--- src/rtl/phy_rx_lanes.sv ---
// phy_rx_lanes: multi-lane comma-aligned serial receiver with per-lane skew FIFOs and round-robin word assembly.
// Define PHY_RX_RESYNC_EN to drop a lane back to hunting after RESYNC_BYTES byte periods without a comma.
module phy_rx_lanes #(
  parameter int         LANES        = 2,
  parameter int         WORD_BYTES   = 4,
  parameter logic [7:0] COMMA        = 8'hBC,
  parameter int         SYNC_COMMAS  = 4,
  parameter int         RESYNC_BYTES = 64
) (
  input  logic                    clk,
  input  logic                    reset,
  input  logic [LANES-1:0]        data_in_lane,
  output logic [8*WORD_BYTES-1:0] data_out,
  output logic                    valid_out,
  output logic                    active_out,
  output logic                    err_out
);
  localparam int GROUPS = WORD_BYTES / LANES;
  localparam int GW = GROUPS > 1 ? $clog2(GROUPS) : 1;
  localparam int CW = $clog2(SYNC_COMMAS + 1);
  typedef enum logic {INIT, SYNC} state_t;

  if (LANES < 1 || WORD_BYTES % LANES != 0 || SYNC_COMMAS < 1 || RESYNC_BYTES < 1) begin : g_bad_cfg
    $error("phy_rx_lanes: invalid parameter combination");
  end

  logic [LANES-1:0]        w_sync;
  logic [LANES-1:0]        w_nempty;
  logic [LANES-1:0]        w_ovf;
  logic [7:0]              w_head [LANES];
  logic                    w_run;
  logic                    w_pop;
  logic [GW-1:0]           r_grp;
  logic [8*WORD_BYTES-1:0] r_part;
  logic [8*WORD_BYTES-1:0] w_word;

  // FIFOs only run while the link is up and every lane still holds sync.
  assign w_run = active_out & (&w_sync);
  assign w_pop = w_run & (&w_nempty);

  for (genvar l = 0; l < LANES; l++) begin : g_lane
    state_t        r_state;
    state_t        w_state;
    logic [7:0]    r_sr;
    logic [7:0]    w_sr;
    logic [2:0]    r_bit;
    logic [2:0]    w_bit;
    logic [CW-1:0] r_cc;
    logic [CW-1:0] w_cc;
    logic          r_wv;
    logic          w_wv;
    logic [7:0]    r_wb;
    logic [7:0]    r_mem [4];
    logic [1:0]    r_rp;
    logic [1:0]    r_wp;
    logic [2:0]    r_fc;
    logic          w_bnd;
    logic          w_comma;
    logic          w_we;
    logic          w_wr;
    logic          w_full;
`ifdef PHY_RX_RESYNC_EN
    localparam int TW = $clog2(RESYNC_BYTES + 1);
    logic [TW-1:0] r_tmo;
    logic [TW-1:0] w_tmo;
`endif

    assign w_sr = {r_sr[6:0], data_in_lane[l]};
    assign w_comma = w_sr == COMMA;
    assign w_bnd = r_bit == 3'd7;
    assign w_full = r_fc[2];
    assign w_we = r_wv & w_run;
    assign w_wr = w_we & (~w_full | w_pop);
    assign w_ovf[l] = w_we & w_full & ~w_pop;
    assign w_nempty[l] = r_fc != 3'd0;
    assign w_head[l] = r_mem[r_rp];
    assign w_sync[l] = r_state == SYNC;

    always_comb begin
      w_state = r_state;
      w_bit = r_bit + 3'd1;
      w_cc = r_cc;
      w_wv = 1'b0;
`ifdef PHY_RX_RESYNC_EN
      w_tmo = '0;
`endif
      if (r_state == INIT) begin
        if (r_cc == '0 && w_comma) begin
          w_bit = 3'd0;
          w_cc = CW'(1);
        end else if (r_cc != '0 && w_bnd)
          w_cc = w_comma ? r_cc + CW'(1) : '0;
        if (w_cc == CW'(SYNC_COMMAS))
          w_state = SYNC;
      end else begin
        w_cc = '0;
        w_wv = w_bnd & ~w_comma;
`ifdef PHY_RX_RESYNC_EN
        w_tmo = w_bnd ? (w_comma ? '0 : r_tmo + TW'(1)) : r_tmo;
        if (w_tmo == TW'(RESYNC_BYTES)) begin
          w_state = INIT;
          w_wv = 1'b0;
        end
`endif
      end
    end

    always_ff @(posedge clk or posedge reset)
      if (reset)
        r_state <= INIT;
      else
        r_state <= w_state;

    always_ff @(posedge clk or posedge reset)
      if (reset) begin
        r_sr <= '0;
        r_bit <= '0;
        r_cc <= '0;
        r_wv <= 1'b0;
        r_wb <= '0;
        r_rp <= '0;
        r_wp <= '0;
        r_fc <= '0;
`ifdef PHY_RX_RESYNC_EN
        r_tmo <= '0;
`endif
      end else begin
        r_sr <= w_sr;
        r_bit <= w_bit;
        r_cc <= w_cc;
        r_wv <= w_wv;
        r_wb <= w_sr;
`ifdef PHY_RX_RESYNC_EN
        r_tmo <= w_tmo;
`endif
        if (!w_run) begin
          r_rp <= '0;
          r_wp <= '0;
          r_fc <= '0;
        end else begin
          if (w_wr)
            r_wp <= r_wp + 2'd1;
          if (w_pop)
            r_rp <= r_rp + 2'd1;
          r_fc <= r_fc + {2'b0, w_wr} - {2'b0, w_pop};
        end
      end

    always_ff @(posedge clk)
      if (w_wr)
        r_mem[r_wp] <= r_wb;
  end

  always_comb begin
    w_word = r_part;
    for (int k = 0; k < LANES; k++)
      w_word[8*(WORD_BYTES-1-(int'(r_grp)*LANES+k)) +: 8] = w_head[k];
  end

  always_ff @(posedge clk or posedge reset)
    if (reset) begin
      data_out <= '0;
      valid_out <= 1'b0;
      active_out <= 1'b0;
      err_out <= 1'b0;
      r_grp <= '0;
      r_part <= '0;
    end else begin
      valid_out <= 1'b0;
      active_out <= &w_sync;
      if (|w_ovf)
        err_out <= 1'b1;
      if (!w_run) begin
        r_grp <= '0;
        r_part <= '0;
      end else if (w_pop) begin
        r_part <= w_word;
        if (r_grp == GW'(GROUPS-1)) begin
          r_grp <= '0;
          data_out <= w_word;
          valid_out <= 1'b1;
        end else
          r_grp <= r_grp + GW'(1);
      end
    end
endmodule

--- config.mk ---
export PLATFORM = sky130hd
export DESIGN_NAME = phy_rx_lanes
export DESIGN_NICKNAME = d
export VERILOG_FILES = /design/src/rtl/phy_rx_lanes.sv
export SDC_FILE = /design/constraint.sdc
export NUM_CORES = 1
export LEC_CHECK = 0
export CELL_PAD_IN_SITES_DETAIL_PLACEMENT = 1
export CELL_PAD_IN_SITES_GLOBAL_PLACEMENT = 2
export CORE_ASPECT_RATIO = 0.8
export CORE_MARGIN = 1.5
export CORE_UTILIZATION = 40
export DETAILED_ROUTE_END_ITERATION = 7
export GPL_TIMING_DRIVEN = 1
export PLACE_DENSITY_LB_ADDON = 0.25
export SYNTH_ARGS = -nofsm -noshare
export SYNTH_HDL_FRONTEND = slang
export SYNTH_SLANG_ARGS = --single-unit
--- constraint.sdc ---
create_clock -name clk -period 7.45 [get_ports clk]
set_input_delay 1.8625 -clock clk [delete_from_list [all_inputs] [get_ports clk]]
set_output_delay 1.8625 -clock clk [all_outputs]
set_load 0.05 [all_outputs]
==> results of run 1 <==
-- worst max-delay path by stage --
stage	from	to	slack [ns]	cells past startpoint
2_1_floorplan	reset	active_out$_DFF_PP0_	3.03	1
3_3_place_gp	reset	g_lane[0].r_wb[0]$_DFF_PP0_	3.92	3
3_5_place_dp	reset	g_lane[0].r_cc[2]$_DFF_PP0_	3.85	3
4_1_cts	active_out$_DFF_PP0_	active_out	3.89	1
5_1_grt	active_out$_DFF_PP0_	active_out	3.84	1
6_report	active_out$_DFF_PP0_	active_out	3.92	1
-- where the power goes --
part	total [W]	switching (W)	internal (W)
logic	0.0000446	0.0000270	0.0000176
registers	0.000960	0.0000133	0.000946
clock network	0.000812	0.000334	0.000478
-- flip-flops by register name, summed over array words and instances (netlist names) --
signal	cells
active_out	1
data_out	32
err_out	1
g_lane.r_bit	6
g_lane.r_cc	6
g_lane.r_fc	6
g_lane.r_mem	64
g_lane.r_rp	4
g_lane.r_state	2
g_lane.r_wb	16
g_lane.r_wp	4
g_lane.r_wv	2
r_grp	1
r_part	16
valid_out	1
-- cell usage in the layout (no fill, tap or decap), types with 12 or more instances in the layout --
master / netlist / final
o21ai_0: 22 / 22
mux4_2: 16 / 16
clkbuf_16: 0 / 17
dfrtp_1: 98 / 98
nand2_1: 121 / 121
clkdlybuf4s50_1: 0 / 38
ha_1: 20 / 20
edfxtp_1: 64 / 64
and2_1: 12 / 12
nor2_1: 18 / 18
inv_1: 16 / 15
a21oi_1: 22 / 22
-- per-stage QoR --
step	instance area, µm²	hold slack, ns	total power (W)	setup slack [ns]
CTS	7570	0.437	0.00184	3.89
global route	7570	0.461	0.00188	3.84
finish	7570	0.431	0.00182	3.92
detailed placement	7020	0.429	0.00102	3.85
floorplan	6450	0.409	0.00101	3.03
global placement	7020	0.421	0.00102	3.92
-- cell families after synthesis --
family	synth area share
flops	0.678
mux	0.0559
buf+inv	0.0248
simple gates	0.130
compound gates	0.0530
xor+xnor	0.0136
fa+ha+maj	0.0450
-- worst register-to-register path, delay by kind of cell, from the launching register on --
kind                       cells  cell delay (ns)
adders and majority gates      3             0.83
and+or+nand+nor                4             1.23
DFF                            1             0.45
buffers and inverters          2             0.11
xor gates and xnor gates       2             0.32
-- layout make-up --
cell class / count / area [µm²] / area share
clock buffer: 24 / 472 / 0.0623
clock inverter: 8 / 78.8 / 0.0104
inverter: 17 / 66.3 / 0.00876
multi-input combinational: 293 / 1920 / 0.253
sequential: 162 / 4370 / 0.578
tap: 215 / 269 / 0.0355
timing repair buffer: 40 / 395 / 0.0522
-- synthesized netlist by cell type, drive strengths merged (3+ instances only) --
library cell / count
nand2: 121
dfrtp: 98
edfxtp: 64
a21oi: 22
o21ai: 22
ha: 20
nor2: 18
buf: 17
inv: 17
mux4: 16
and2: 12
nor2b: 8
xor2: 8
nand4: 5
nor3: 5
nand2b: 4
nand3: 4
and3: 3
clkbuf: 3
o31ai: 3
-- metal layers --
layer,up-vias,wire (µm),part of all wire
met2,54,5660,0.45
met1,1896,6290,0.50
met3,14,388,0.031
met4,0,155,0.012
li1,1783,-,-
met5,-,0,0
==> metrics.md, run 1 <==
| Metric | Value |
|---|---|
| Status | finished, final reports clean |
| RePlAce Congestion | 0.772 |
| R2R setup slack | 4.40 ns |
| Family with the most delay on the worst path | buffers and inverters |
| Hold path cells | 1 |
| Initial Util | 0.410 |
| GR Util met1 | 0.227 |
| CTS tree | built |
| Gr usage total | 0.162 |
| Via density | 4.94 |
| H-tree depth | 4 |
| Setup bufs post-CTS | 0 |
| Max Slew Vio Count | 0 |
| Placed Cells | 727 |
| Placement Rows | 41 |
| Die Ht | 117 µm |
| Nets@finish | 557 |
| Final Hold Fails | 0 |
| Most common flop cell mapped by yosys | dfrtp_1 |
| CTS sink cnt | 162 |
| Required @ worst endpoint | 5.59 ns |
| Top post-synthesis cells by area | dfrtp_1 38%, edfxtp_1 30%, nand2_1 7.0%, mux4_2 5.6%, ha_1 3.9% |
| Met3 Track Usage GR | 0.0445 |
| Mapped Area | 6450 µm² |
| Clock slew at reported path FFs | 0.06 ns |
| Vias | 3,747 |
| Clock Latency Late Sink | 0.43 ns |
| # resized after CTS | 0 |
| Hold_buf cts | 0 |
| Number of synthesized flops with an enable pin | 64 |
| IO Count | 39 |
| Syn nets | 518 |
| Fill count | 1,642 |
| Ys async rst share | 0.605 |
| Drt pass-1 iters | 4 |
| Netlist cell types | 40 |
| Reg2reg start | g_lane[1].r_fc[2]$_DFF_PP0_ |
| Crit path time final | 3.53 ns |
| Final routed DRC violation total | 0 |
| CP max-delay cell | clkdlybuf4s50_1 |
| Total global routing overflow | 0 |
| Worst VDD drop | 163 µV |
| Avg WL per Cell | 16.5 µm |
| CP endpoint kind | output pin |
| Worst slew margin | 0.315 |
| Core area | 15,700 µm² |
| Max-cap violations | 0 |
| Setup repair after global routing missed its margin | no |
| Layout Utilization | 0.481 |
| Detailed Place HPWL | 8.33 mm |
| Worst Skew | 0.0138 ns |
| Register area share after synthesis | 0.678 |
| Share of layout cells above drive strength 1 | 0.0974 |
| Worst reg-to-reg path cell count | 11 |
| Hold path start | g_lane[1].r_bit[0]$_DFF_PP0_ |
| Final WL | 12.5 mm |
| Worst slew pin tran | 1.02 ns |
| Detailed Route Iter0 Violations | 167 |
| Diodes inserted | 0 |
| Input/output buffers | 38 |
| Final Instance Count excl. Fillers | 759 |
| Share of the synthesized area in the top cell type | 0.380 |
| Max Clk Rate | 0.283 GHz |
| GR Layer Usage met2 | 0.246 |
| Syn avg cell area | 13.1 µm² |
| Final setup vio count | 0 |
| Number of antenna violations at the first check in global routing | 0 |
| Largest net degree at the start of global routing | 73 |
| Clock tree buffer depth | 2 |
| Arrival @ worst endpoint | 1.67 ns |
| Post-synthesis register bit count | 162 |
| CP Cell Sequence | clkdlybuf4s50_1 |
| Area Overhead vs Synth | 17.4% |
| Die Area | 16,900 µm² |
| Hold Path Sink | g_lane[1].r_bit[0]$_DFF_PP0_ |
| Most Crowded Layer GR | met2 |
| Root buf cell | clkbuf_16 |
| R2R Path End | g_lane[0].r_fc[2]$_DFF_PP0_ |
| Power per Cell Area | 240 nW/µm² |
| Die W | 145 µm |
| Vias in the first global route | 3,936 |
| Crit path max fanout | 5 |
| Largest area contributor in the netlist | dfrtp_1 |
| Leakage | 3.16 nW |
| Min-delay worst type | flop to flop |
| Cells after Synth | 492 |
| CP Class | flop to output pin |
| Antenna-violating nets left | 0 |
| First-pass GRT wire length | 21.0 mm |
| Slowest stage delay, CP | 0.84 ns |
| Crit path launch type | flop |
| Critical path buffers and inverters | 1 |
| CTS Buf Count | 17 |
| Synth warnings | 0 |
| Setup TNS | 0 ns |
| Period utilization | 0.474 |
(Power assumes the default switching activity.)
==> run 2: changes to the inputs <==
--- a/config.mk
+++ b/config.mk
@@ -9,7 +9,7 @@
 export CELL_PAD_IN_SITES_GLOBAL_PLACEMENT = 2
 export CORE_ASPECT_RATIO = 0.8
 export CORE_MARGIN = 1.5
-export CORE_UTILIZATION = 40
+export CORE_UTILIZATION = 37
 export DETAILED_ROUTE_END_ITERATION = 7
 export GPL_TIMING_DRIVEN = 1
 export PLACE_DENSITY_LB_ADDON = 0.25
==> constraint.sdc (replaced) <==
create_clock -name clk -period 3.1 [get_ports clk]
set_input_delay 0.775 -clock clk [delete_from_list [all_inputs] [get_ports clk]]
set_output_delay 0.775 -clock clk [all_outputs]
set_load 0.05 [all_outputs]
==> metrics.md, run 2 (synthesis gave the netlist of run 1 again) <==
| Metric | Value |
|---|---|
| Nets@finish | 560 (was 557) |
| Largest Register | g_lane.r_mem (unchanged) |
| Setup TNS | 0 ns (unchanged) |
| Crit path time final | 2.63 ns |
| Placed Cells | 735 (was 727) |
| Vias | 3,770 (was 3,747) |
| Reg2reg start | g_lane[1].r_state$_DFF_PP0_ (was g_lane[1].r_fc[2]$_DFF_PP0_) |
| Setup repair after global routing missed its margin | no (unchanged) |
| Diodes inserted | 0 (unchanged) |
| Final routed DRC violation total | 0 (unchanged) |
| Worst VDD drop | 283 µV (was 163 µV) |
| Placement Rows | 42 (was 41) |
| Min-delay worst type | flop to flop (unchanged) |
| Via density | 4.92 (was 4.94) |
| Reg area | 4370 µm² (unchanged) |
| Fill count | 1,742 (was 1,642) |
| Layout Utilization | 0.455 (was 0.481) |
| Gr usage total | 0.159 (was 0.162) |
| Crit path max fanout | 11 (was 5) |
| Critical path buffers and inverters | 3 (was 1) |
| Die W | 151 µm (was 145 µm) |
| Max Slew Vio Count | 0 (unchanged) |
| Final Instance Count excl. Fillers | 767 (was 759) |
| Detailed Place HPWL | 8.39 mm (was 8.33 mm) |
| Hold path start | g_lane[1].r_bit[0]$_DFF_PP0_ (unchanged) |
| IO Count | 39 (unchanged) |
| Initial Util | 0.384 (was 0.410) |
| Final WL | 12.8 mm (was 12.5 mm) |
| Drt pass-1 iters | 4 (unchanged) |
| Period utilization | 0.849 |
| # resized after CTS | 0 (unchanged) |
| Worst slew pin tran | 0.690 ns (was 1.02 ns) |
| Number of antenna violations at the first check in global routing | 0 (unchanged) |
| CTS tree | built (unchanged) |
| Power per Cell Area | 588 nW/µm² (was 240 nW/µm²) |
| Die Area | 18,200 µm² (was 16,900 µm²) |
| Worst reg-to-reg path cell count | 11 (unchanged) |
| Vias in the first global route | 4,105 (was 3,936) |
| Antenna-violating nets left | 0 (unchanged) |
| Required @ worst endpoint | 3.40 ns (was 5.59 ns) |
| Worst Skew | 0.0125 ns (was 0.0138 ns) |
| CP Cell Sequence | nand4_1 -> a21oi_1 -> inv_1 -> ha_1 -> inv_1 -> ha_1 -> inv_1 -> fa_1 -> xor2_1 -> xnor2_1 -> nor2_1 (was clkdlybuf4s50_1) |
| CTS Buf Count | 17 (unchanged) |
| CP Class | flop to flop (was flop to output pin) |
| H-tree depth | 4 (unchanged) |
| Share of layout cells above drive strength 1 | 0.110 (was 0.0974) |
| Setup bufs post-CTS | 0 (unchanged) |
| CTS sink cnt | 162 (unchanged) |
| Arrival @ worst endpoint | 2.93 ns (was 1.67 ns) |
| Clock slew at reported path FFs | 0.06 ns (about the same) |
| Avg WL per Cell | 16.7 µm (was 16.5 µm) |
| Core area | 16,800 µm² (was 15,700 µm²) |
| Die Ht | 121 µm (was 117 µm) |
| Final Hold Fails | 0 (unchanged) |
| Max Clk Rate | 0.380 GHz |
| Root buf cell | clkbuf_16 (unchanged) |
| Crit path launch type | flop (unchanged) |
| Multi-input gate area | 1920 µm² (unchanged) |
| Total global routing overflow | 0 (unchanged) |
| Worst slew margin | 0.540 (was 0.315) |
| Cell mode on critical path | inv_1 |
| CP max-delay cell | dfrtp_1 (was clkdlybuf4s50_1) |
| RePlAce Congestion | 0.765 (was 0.772) |
| Commonest non-fill, non-tap cell in the layout | nand2_1 (unchanged) |
| Hold_buf cts | 0 (unchanged) |
| Hold path cells | 1 (unchanged) |
| Status | finished, final reports clean (unchanged) |
| Top flop regs | g_lane.r_mem (64), data_out (32) (unchanged) |
| CP endpoint kind | flop (was output pin) |
| Largest net degree at the start of global routing | 99 (was 73) |
| R2R Path End | g_lane[1].r_fc[2]$_DFF_PP0_ (was g_lane[0].r_fc[2]$_DFF_PP0_) |
| Input/output buffers | 38 (unchanged) |
| Pre-CTS setup slack | 0.474 ns (was 3.85 ns) |
| Clock tree buffer depth | 2 (unchanged) |
| Clock Latency Late Sink | 0.43 ns (about the same) |
| Area Overhead vs Synth | 18.7% (was 17.4%) |
| Most frequent cells in the layout | 121 x nand2_1, 98 x dfrtp_1, 64 x edfxtp_1, 38 x clkdlybuf4s50_1 (unchanged) |
| Family with the most delay on the worst path | adder cells (was buffers and inverters) |
| First-pass GRT wire length | 21.5 mm (was 21.0 mm) |
| Max-cap violations | 0 (unchanged) |
| Leakage | 3.17 nW (was 3.16 nW) |
| Detailed Route Iter0 Violations | 179 (was 167) |
| R2R setup slack | 0.47 ns (was 4.40 ns) |
| Final setup vio count | 0 (unchanged) |
| Hold WS | 0.430 ns (was 0.431 ns) |
| Slowest stage delay, CP | 0.52 ns (was 0.84 ns) |
| Worst setup startpoint | g_lane[1].r_state$_DFF_PP0_ (was active_out$_DFF_PP0_) |
| Fin worst setup slack | 0.467 ns (was 3.92 ns) |
| Hold Path Sink | g_lane[1].r_bit[0]$_DFF_PP0_ (unchanged) |
| Max reg flops | 64 (unchanged) |
run 2: cell count changes in the layout (fill, tap and decap cells not counted), sizes merged:
cell and change:
bufinv +1, clkinv -2, buf +3, clkbuf -6
clkinvlp +5, inv +2
run 2: final cells by class:
| cell class | instances | area share |
|---|---|---|
| clock inverters | 14 | 0.0198 |
| clock buffers | 18 | 0.0574 |
| multi-input cells | 293 | 0.250 |
| repair buffers | 43 | 0.0562 |
| inverters | 17 | 0.00883 |
| flip-flops and latches | 162 | 0.572 |
| well taps | 220 | 0.0360 |
run 2: through the flow:
| stage | total power (W) | cell area [µm²] |
|---|---|---|
| floorplan | 0.00242 | 6450 |
| global placement | 0.00245 | 7060 |
| detailed placement | 0.00246 | 7060 |
| CTS | 0.00457 | 7650 |
| global route | 0.00469 | 7650 |
| finish | 0.00450 | 7650 |
run 2: worst register-to-register path: stages (launching register included):
cell	delay, ns
dfrtp_1	0.52
nand4_1	0.13
a21oi_1	0.46
inv_1	0.10
ha_1	0.29
inv_1	0.06
ha_1	0.14
inv_1	0.05
fa_1	0.36
xor2_1	0.19
xnor2_1	0.15
nor2_1	0.05
run 2: how the worst max path moves through the flow:
| stage | depth (start not counted) | endpoint | slack [ns] |
|---|---|---|---|
| 6_report | 11 | g_lane[1].r_fc[2]$_DFF_PP0_ | 0.47 |
| 3_5_place_dp | 11 | g_lane[1].r_fc[2]$_DFF_PP0_ | 0.47 |
| 5_1_grt | 11 | g_lane[1].r_fc[2]$_DFF_PP0_ | 0.20 |
| 4_1_cts | 11 | g_lane[0].r_fc[2]$_DFF_PP0_ | 0.45 |
| 2_1_floorplan | 12 | g_lane[0].r_fc[2]$_DFF_PP0_ | 0.48 |
| 3_3_place_gp | 11 | g_lane[1].r_fc[2]$_DFF_PP0_ | 0.61 |
run 2: routing by layer:
metal  part of all wire  up-vias  GRT usage
met1               0.50     1912      0.218
li1                   -     1791          -
met4             0.0080        0     0.0516
met2               0.45       59      0.241
met3              0.043        8     0.0511
met5                  0        -          0
run 2: power by group:
part           total [W]  internal [W]  switching (W)
Clock            0.00209       0.00122       0.000870
Sequential       0.00231       0.00227      0.0000319
Combinational   0.000109     0.0000442      0.0000649
